$ cat src/rtl/program_loader_pkg.sv
// Shared types and constants for the boot-time program loader.
// State encoding, byte/instruction widths and a small state-decode helper.
package program_loader_pkg;

  localparam int INST_W = 16;
  localparam int BYTE_W = 8;

  typedef enum logic [2:0] {
    S_HDR,
    S_HI,
    S_LO,
    S_WR,
    S_CK,
    S_DONE,
    S_ERR
  } state_e;

  // States in which the loader is willing to take a byte from the stream
  function automatic logic accepts_byte(state_e s);
    return (s == S_HDR) || (s == S_HI) || (s == S_LO) || (s == S_CK);
  endfunction

endpackage

$ cat src/rtl/program_loader_if.sv
// Byte-stream input and instruction-memory write port of the program loader.
// master = stream source / memory side, slave = the loader itself.
interface program_loader_if
  import program_loader_pkg::*;
#(
  parameter int ADDR_W = 8
);

  logic [BYTE_W-1:0] rx_data;
  logic              rx_valid;
  logic              rx_ready;
  logic              imem_we;
  logic [ADDR_W-1:0] imem_addr;
  logic [INST_W-1:0] imem_wdata;

  modport master (
    output rx_data, rx_valid,
    input  rx_ready, imem_we, imem_addr, imem_wdata
  );

  modport slave (
    input  rx_data, rx_valid,
    output rx_ready, imem_we, imem_addr, imem_wdata
  );

endinterface

$ cat src/rtl/program_loader_checksum.sv
// 8-bit XOR accumulator over the load stream.
// clear and enable together load the incoming byte (start of a new load).
module program_loader_checksum
  import program_loader_pkg::*;
(
  input  logic              clk,
  input  logic              reset,
  input  logic              clear,
  input  logic              enable,
  input  logic [BYTE_W-1:0] din,
  output logic [BYTE_W-1:0] acc
);

  always_ff @(posedge clk) begin
    if (reset) begin
      acc <= '0;
    end else if (clear || enable) begin
      acc <= (clear ? '0 : acc) ^ (enable ? din : '0);
    end
  end

endmodule

$ cat src/rtl/program_loader.sv
// Boot loader: packs stream byte pairs into instruction words, writes them from
// address 0 upward, verifies an XOR checksum and releases core reset on success.
//
//  state | meaning
//  HDR   | waiting for word-count header byte
//  HI    | waiting for high byte of next word
//  LO    | waiting for low byte of next word
//  WR    | one-cycle instruction-memory write, no byte taken
//  CK    | waiting for checksum byte
//  DONE  | load good, core released
//  ERR   | checksum mismatch, core held in reset
module program_loader
  import program_loader_pkg::*;
#(
  parameter int ADDR_W      = 8,
  parameter bit CHECKSUM_EN = 1'b1
) (
  input  logic            clk,
  input  logic            reset,
  input  logic            reload,
  program_loader_if.slave bus,
  output logic            core_reset,
  output logic            load_done,
  output logic            load_error,
  output logic [ADDR_W:0] words_loaded
);

  state_e            state_q, state_d;
  logic [ADDR_W-1:0] n_q, addr_q;
  logic [BYTE_W-1:0] hi_q, lo_q, csum;
  logic [ADDR_W:0]   words_q, words_inc, words_target;
  logic              accept, csum_clear, csum_en;

  assign accept       = bus.rx_valid & bus.rx_ready;
  assign words_inc    = words_q + (ADDR_W+1)'(1);
  // A header of 0 encodes a full memory: the extra MSB makes it 2**ADDR_W
  assign words_target = {(n_q == '0), n_q};
  assign csum_clear   = accept & ~reload & (state_q == S_HDR);
  assign csum_en      = accept & ~reload &
                        ((state_q == S_HDR) || (state_q == S_HI) || (state_q == S_LO));

  program_loader_checksum u_csum (
    .clk    (clk),
    .reset  (reset),
    .clear  (csum_clear),
    .enable (csum_en),
    .din    (bus.rx_data),
    .acc    (csum)
  );

  assign bus.rx_ready   = accepts_byte(state_q);
  assign bus.imem_we    = (state_q == S_WR);
  assign bus.imem_addr  = addr_q;
  assign bus.imem_wdata = {hi_q, lo_q};
  assign words_loaded   = words_q;

  always_comb begin
    state_d = state_q;
    unique case (state_q)
      S_HDR: if (accept) state_d = S_HI;
      S_HI:  if (accept) state_d = S_LO;
      S_LO:  if (accept) state_d = S_WR;
      S_WR: begin
        if (words_inc == words_target) state_d = CHECKSUM_EN ? S_CK : S_DONE;
        else                           state_d = S_HI;
      end
      S_CK:  if (accept) state_d = (bus.rx_data == csum) ? S_DONE : S_ERR;
      default: ;
    endcase
    if (reload) state_d = S_HDR;
  end

  always_ff @(posedge clk) begin
    if (reset) begin
      state_q    <= S_HDR;
      n_q        <= '0;
      addr_q     <= '0;
      hi_q       <= '0;
      lo_q       <= '0;
      words_q    <= '0;
      core_reset <= 1'b1;
      load_done  <= 1'b0;
      load_error <= 1'b0;
    end else begin
      state_q    <= state_d;
      // Flags follow the next state so they change on the same edge as the FSM
      core_reset <= (state_d != S_DONE);
      load_done  <= (state_d == S_DONE);
      load_error <= (state_d == S_ERR);
      if (reload) begin
        addr_q  <= '0;
        words_q <= '0;
      end else begin
        unique case (state_q)
          S_HDR: if (accept) begin
            n_q     <= ADDR_W'(bus.rx_data);
            addr_q  <= '0;
            words_q <= '0;
          end
          S_HI: if (accept) hi_q <= bus.rx_data;
          S_LO: if (accept) lo_q <= bus.rx_data;
          S_WR: begin
            words_q <= words_inc;
            addr_q  <= addr_q + ADDR_W'(1);
          end
          default: ;
        endcase
      end
    end
  end

endmodule

$ cat src/flat_wrapper.sv
// flat-port wrapper written by rule: the top's interface ports become plain ports
module program_loader_flat import program_loader_pkg::*;
#(
  parameter int ADDR_W      = 8,
  parameter bit CHECKSUM_EN = 1'b1
)
  (clk, reset, reload, core_reset, load_done, load_error, words_loaded, bus_rx_data, bus_rx_valid, bus_rx_ready, bus_imem_we, bus_imem_addr, bus_imem_wdata);
  program_loader_if #(.ADDR_W(ADDR_W)) bus_i ();
  input  logic clk;
  input  logic reset;
  input  logic reload;
  output logic core_reset;
  output logic load_done;
  output logic load_error;
  output logic [ADDR_W:0] words_loaded;
  input wire logic [$bits(bus_i.rx_data)-1:0] bus_rx_data;
  input wire logic [$bits(bus_i.rx_valid)-1:0] bus_rx_valid;
  output wire logic [$bits(bus_i.rx_ready)-1:0] bus_rx_ready;
  output wire logic [$bits(bus_i.imem_we)-1:0] bus_imem_we;
  output wire logic [$bits(bus_i.imem_addr)-1:0] bus_imem_addr;
  output wire logic [$bits(bus_i.imem_wdata)-1:0] bus_imem_wdata;
  assign bus_i.rx_data = bus_rx_data;
  assign bus_i.rx_valid = bus_rx_valid;
  assign bus_rx_ready = bus_i.rx_ready;
  assign bus_imem_we = bus_i.imem_we;
  assign bus_imem_addr = bus_i.imem_addr;
  assign bus_imem_wdata = bus_i.imem_wdata;
  program_loader #(.ADDR_W(ADDR_W), .CHECKSUM_EN(CHECKSUM_EN)) u_core (.clk(clk), .reset(reset), .reload(reload), .bus(bus_i), .core_reset(core_reset), .load_done(load_done), .load_error(load_error), .words_loaded(words_loaded));
endmodule
$ cat config.mk
export PLATFORM = sky130hd
export DESIGN_NAME = program_loader_flat
export DESIGN_NICKNAME = d
export VERILOG_FILES = /design/src/rtl/program_loader_pkg.sv /design/src/rtl/program_loader_if.sv /design/src/rtl/program_loader_checksum.sv /design/src/rtl/program_loader.sv /design/src/flat_wrapper.sv
export SDC_FILE = /design/constraint.sdc
export NUM_CORES = 1
export LEC_CHECK = 0
export BUFFER_PORTS_ARGS = -buffer_cell sky130_fd_sc_hd__buf_2
export CORE_MARGIN = 8
export CORE_UTILIZATION = 30
export CTS_BUF_LIST = sky130_fd_sc_hd__clkbuf_8
export CTS_CLUSTER_SIZE = 24
export DETAILED_ROUTE_END_ITERATION = 10
export PLACE_DENSITY = 0.49
export SYNTH_ARGS = -nofsm -noshare
export SYNTH_HDL_FRONTEND = slang
export SYNTH_SLANG_ARGS = --single-unit
$ cat constraint.sdc
create_clock -name clk -period 4.6 [get_ports clk]
set_input_delay 0.23 -clock clk [delete_from_list [all_inputs] [get_ports clk]]
set_output_delay 0.23 -clock clk [all_outputs]
set_load 0.01 [all_outputs]
## After elaboration in Yosys (flattened, before gate mapping)

Index checks and enable logic that the tools add are counted.

| word-level totals | value |
|---|---|
| flip-flop bits (word level) | 55 |
| bits in latches | 0 |
| bits in writable memories | 0 |
| bits in read-only memories | 0 |
| input port bits | 12 |
| output and inout port bits | 38 |
| logic and storage cells | 54 |
| memories kept | 0 |

| operators by class | value |
|---|---|
| add/subtract/negate cells | 2 |
| multipliers | 0 |
| div/mod/pow operators | 0 |
| $lt $le $gt $ge | 0 |
| eq/ne operators | 10 |
| shift operators | 0 |
| mux-type cells | 14 |
| bitwise logic cells | 6 |
| reductions and logical operators | 12 |

Operator list:

| kind | count |
|---|---|
| 8-bit 2-to-1 mux | 3 |
| 3-bit 2-to-1 mux | 6 |
| 9-bit case mux with 2 select lines | 1 |
| 8-bit case mux with 2 select lines | 1 |
| 3-bit case mux with 5 select lines | 1 |
| 9-bit by 1-bit adder with 9-bit output (second input constant) | 1 |
| 3-bit equality test (second input constant) | 3 |
| 9-bit equality test | 1 |
| 9-bit 2-to-1 mux | 1 |
| 3-bit AND reduction | 3 |
| 8-bit by 1-bit adder with 8-bit output (second input constant) | 1 |
| 8-bit equality test | 1 |
| 8-bit logical NOT | 1 |
| 8-bit XOR | 1 |
| 3-bit by 2-bit equality test with 1-bit output (second input constant) | 2 |
| 1-bit AND | 4 |
| 1-bit logical OR | 4 |
| 3-bit by 1-bit equality test with 1-bit output (second input constant) | 1 |
| 3-bit logical NOT | 1 |
| 3-bit inequality test (second input constant) | 1 |
| 2-bit 2-to-1 mux | 1 |
| 2-bit by 1-bit inequality test with 1-bit output (second input constant) | 1 |
| 2-bit AND reduction | 1 |
| 2-bit nonzero test | 1 |
| other kinds (2) | 2 |

## Logic depth before layout (Yosys ltp)

| depth | value |
|---|---|
| word-level depth | 9 |
| mapped depth | 8 |
| gate-level depth less buffers | 7 |

## By module

Synthesis repeated with hierarchy kept, for this count alone.

| second synthesis, totals | value |
|---|---|
| cell total of the unflattened synthesis | 314 |
| area, all modules | 2693.8 µm² |

Modules (own cells, without submodules):

| module | instances | cells each | area an instance (µm²) | seq. area each (µm²) |
|---|---|---|---|---|
| program_loader | 1 | 272 | 2327.2 | 940.9 |
| program_loader_checksum | 1 | 42 | 366.6 | 160.2 |

## Worst setup path after synthesis

No wires, ideal clock.

| path | value |
|---|---|
| kind | register to register |
| start point | reg u_core.words_q[0] (netlist: u_core.words_loaded[0]) |
| end point | reg u_core.core_reset |
| library setup time | 0.134 ns |
| arrival | 2.261 ns |
| data required time | 4.466 ns |
| path slack | 2.205 ns |
| cell stages (with the launch flop) | 8 |
| buffers on the path | 0 |
| clock period less this slack | 2.395 ns |
| cell sequence | dfxtp_1 -> ha_1 -> and2b_2 -> or3b_1 -> mux2_2 -> a211o_1 -> o21ai_2 -> or4b_1 |

| on the way | value |
|---|---|
| word-level cells in the longest chain between the ends | 6 |

RTL lines:

| what | line | source |
|---|---|---|
| from (decl) | program_loader.sv:31 | `logic [ADDR_W:0] words_q, words_inc, words_target;` |
| from (signal assigned) | program_loader.sv:103 | `words_q <= words_inc;` |
| 9-bit by 1-bit adder with 9-bit output | program_loader.sv:35 | `assign words_inc = words_q + (ADDR_W+1)'(1);` |
| 9-bit equality test | program_loader.sv:64 | `if (words_inc == words_target) state_d = CHECKSUM_EN ? S_CK : S_DONE;` |
| 3-bit 2-to-1 mux | program_loader.sv:64 |  |
| 3-bit case mux with 5 select lines | program_loader.sv:59 | `unique case (state_q)` |
| 3-bit 2-to-1 mux | program_loader.sv:70 | `if (reload) state_d = S_HDR;` |
| 3-bit inequality test | program_loader.sv:87 | `core_reset <= (state_d != S_DONE);` |
| to (signal assigned) | program_loader.sv:87 |  |
| to (decl) | program_loader.sv:22 | `output logic core_reset,` |

Every way passes these cells.
A chain may end at the register's enable or synchronous reset.

## Worst setup path in the final report

Same ends and word-level chain as after synthesis.

==> run_results.csv <==
group,metric,value,unit
run_status,status,"finished clean",
yosys,postSynth.asyncResetShare,0,%
pwr,leakage,1.32,nW
setup_path,reg2reg_slack,2090,ps
drt,drt_iter0_markers,116,
sta,finalSetupTns,0,ps
setup_path,crit_required,4800,ps
cts,clk_pin_slew_worst_paths,110,ps
pwr,p_clk_share,33.6,%
sta,fin_crit,2510,ps
grt,grt_pass1_vias,2198,
cts,htree_levels,2,
setup_path,end_kind,"flip-flop",
yosys,synth_edf_count,0,
sta,fin_worst_skew,8.16,ps
run,cap_violations,0,
cts,cts_sinks,55,
placement,port_buffers,49,
final_layout,fin_nets,372,
yosys,synthAdderAreaFrac,0.957,%
yosys,synth_top_family_by_area,"simple AND/OR/NAND/NOR gates",
floorplanning,dieHeight,109,microns
drt,wl_per_cell,13.4,microns
sta,fin_crit_sh,54.6,%
yosys,synth_xor_area_share,9.29,%
grt,grt_overflow_total,0,
grt,grt_use_total,10.8,%
grt,grtUsageMet2,17.0,%
pwr,p_switching,231,uW
final_layout,multiInputGateArea,1440,sq um
yosys,postSynthCellCount,318,
setup_path,rr_worst_depth,7,
drt,antenna_left,0,
final_layout,seq_area,1100,sq um
final_layout,syn_to_final_growth,15.5,%
grt,grt_pass1_wl,10.6,mm
sta,fmaxAchievable,0.398,GHz
sta,hold_viol,0,
floorplanning,coreArea,8590,sq um
grt,antenna_found_initial,0,
final_layout,stdcell_area,3020,sq um
final_layout,drive_above_1_share,18.7,%
sta,rsz0062_at_grt,"false",
yosys,synth_cell_types,47,
yosys,yosysWarnings,0,
pwr,p_int,629,uW
grt,grt_max_degree,35,
yosys,synth_area_per_cell,8.22,sq um
drt,vias,2257,
pwr,seqPwrFrac,57.3,%
floorplanning,fp.dieW,109,microns
placement,dp.cells,459,
setup_path,worstPathMaxFanout,7,
setup_path,timing.rr.start,"u_core.words_loaded[0]",
grt,met1_usage,14.2,%
yosys,synth_area,2610,sq um
floorplanning,pin_count,50,
drt,drt_first_pass_iters,4,
placement,placed_area,2920,sq um
hold_path,hold_end,"u_core.load_done",
yosys,synth_compound_area_share,12.6,%
hold_path,hp-start,"reload",
yosys,ys.flop_type,"dfxtp_1",
pwr,switching_share,26.9,%
yosys,synthMuxAreaShare,6.56,%
setup_path,worstReg2RegEnd,"u_core.core_reset",
setup_path,startpoint_type,"flip-flop",
yosys,yosysSeqAreaShare,42.1,%
yosys,ys_seq_elements,55,
sta,finalSetupViolCount,0,
hold_path,hold_path.class,"input pin to flip-flop",
cts,clk_latency,320,ps
cts,cts_buffer_depth,2,
pwr,comb_power_share,9.1,%
floorplanning,rows,34,
floorplanning,start_util,30.4,%
sta,tightest_slew,686,ps
cts,cts_setup_buffers,0,
sta,slew_headroom,54.3,%
yosys,synth_simple_gate_area_share,25.6,%
hold_path,min_path_cells,2,
setup_path,worst-setup-path-type,"flip-flop to flip-flop",
drt,detail_route.vias_per_cell,4.83,
pwr,vdd_ir_drop_max,0.152,mV
placement,place_congestion,0.754,
cts,hold_buffers,0,
drt,route.detailed.drc,0,
grt,globalRoute.busiestLayer,"met2",
placement,place_hpwl,4.68,mm
grt,use_met3,3.17,%
final_layout,diodes,0,
cts,cts_tree,"done",
cts,cts_resized,0,
final_layout,final_cells,467,
setup_path,worst_ep_arrival_time,2710,ps
yosys,syn_nets,332,
pwr,p_per_area,285,nW/um^2
drt,routed_wl,6.26,mm
floorplanning,dieArea,12000,sq um
final_layout,fillers,942,
sta,finalMaxSlewViolations,0,
cts,cts_buffers,5,
cts,cts_root_buf,"clkbuf_8",
[worst max-delay path, cell delays in order (launching register included)]
cell and delay [ps]:
dfxtp_1 400, ha_1 320, and2b_2 230, or3b_1 340, mux2_2 260, a211o_1 270, o21ai_2 160, or4b_1 430
[per-stage QoR]
step	power (mW)	util, %	setup WS (ps)	hold WS, ps
finish	0.860	35.1	2090	165
global route	0.907	35.1	1960	168
CTS	0.876	35.1	2080	164
detailed placement	0.583	34.0	2090	484
global placement	0.583	34.0	2150	473
floorplan	0.560	-	2210	307
[per-layer routing]
layer / routed length (microns) / up-vias
met2: 2660 / 55
met1: 3120 / 1021
met4: 66 / 0
met5: 0 / -
li1: - / 1175
met3: 419 / 6
[cell families (layout without fill, tap and decap cells)]
group           count (synthesis)  after routing
buf+inv                        17             58
compound gates                 57             57
mux                            17             17
xor+xnor                       25             25
flops                          55             55
simple gates                  145            145
fa+ha+maj                       2              2
[synth_stat cells, drive strengths merged, types with 5 or more instances]
cell type   n  share of area [%]
a21oi      27                5.2
clkbuf     13                1.9
dfxtp      55                 42
mux2i      16                6.1
nand2      46                6.6
nand3      14                2.7
nand3b      5                1.4
nor2       50                7.2
nor4        7                1.7
o21ai      15                3.0
xnor2      14                5.0
xor2       10                3.4
[final cells by class]
class / count / area share [%]
multi-input combinational: 246 / 47.6
sequential: 55 / 36.5
timing repair buffer: 49 / 8.12
tap: 108 / 4.48
clock buffer: 5 / 2.28
clock inverter: 3 / 0.912
inverter: 1 / 0.124
[state kept, by name, indices dropped and copies added (netlist names)]
register / count
u_core.n_q: 8
u_core.hi_q: 8
u_core.load_error: 1
u_core.bus.imem_addr: 8
u_core.lo_q: 8
u_core.load_done: 1
u_core.core_reset: 1
u_core.state_q: 3
u_core.words_loaded: 9
u_core.u_csum.acc: 8
[power by group through the flow]
stage	Clock (mW)	Combinational [mW]	Sequential, mW
6_report	0.289	0.0780	0.493
5_1_grt	0.323	0.0894	0.495
4_1_cts	0.303	0.0797	0.493
3_5_place_dp	0	0.0794	0.504
3_3_place_gp	0	0.0789	0.504
2_1_floorplan	0	0.0577	0.502
[worst max-delay path by stage]
stage                                       from                       to  slack (ps)  cells after the start
final                     u_core.words_loaded[0]        u_core.core_reset        2090                      7
after global placement    u_core.words_loaded[0]        u_core.core_reset        2150                      7
after floorplan           u_core.words_loaded[0]        u_core.core_reset        2210                      7
after CTS                 u_core.words_loaded[0]        u_core.core_reset        2080                      7
after detailed placement  u_core.words_loaded[0]        u_core.core_reset        2090                      7
after global routing           u_core.state_q[2]  u_core.bus.imem_addr[2]        1960                      5
[placed cells by master (no fill, tap or decap), types with 2 or more instances in the layout]
cell type	Yosys	routed
o211ai_1	2	2
xor2_1	10	10
a21oi_1	27	27
nor2_1	50	50
and2_1	3	3
dfxtp_1	55	55
a31oi_1	2	2
a22oi_1	2	2
nor2b_1	2	2
nand2_1	46	46
buf_2	0	49
or2_2	3	3
o21ai_0	14	14
nor4_1	7	7
mux2i_1	16	16
nor3_1	4	4
xnor2_1	13	13
clkbuf_8	0	5
nand3_1	14	14
o21a_1	2	2
nand3b_1	5	5
ha_1	2	2
Note: power is estimated with default switching activity, not from simulation.
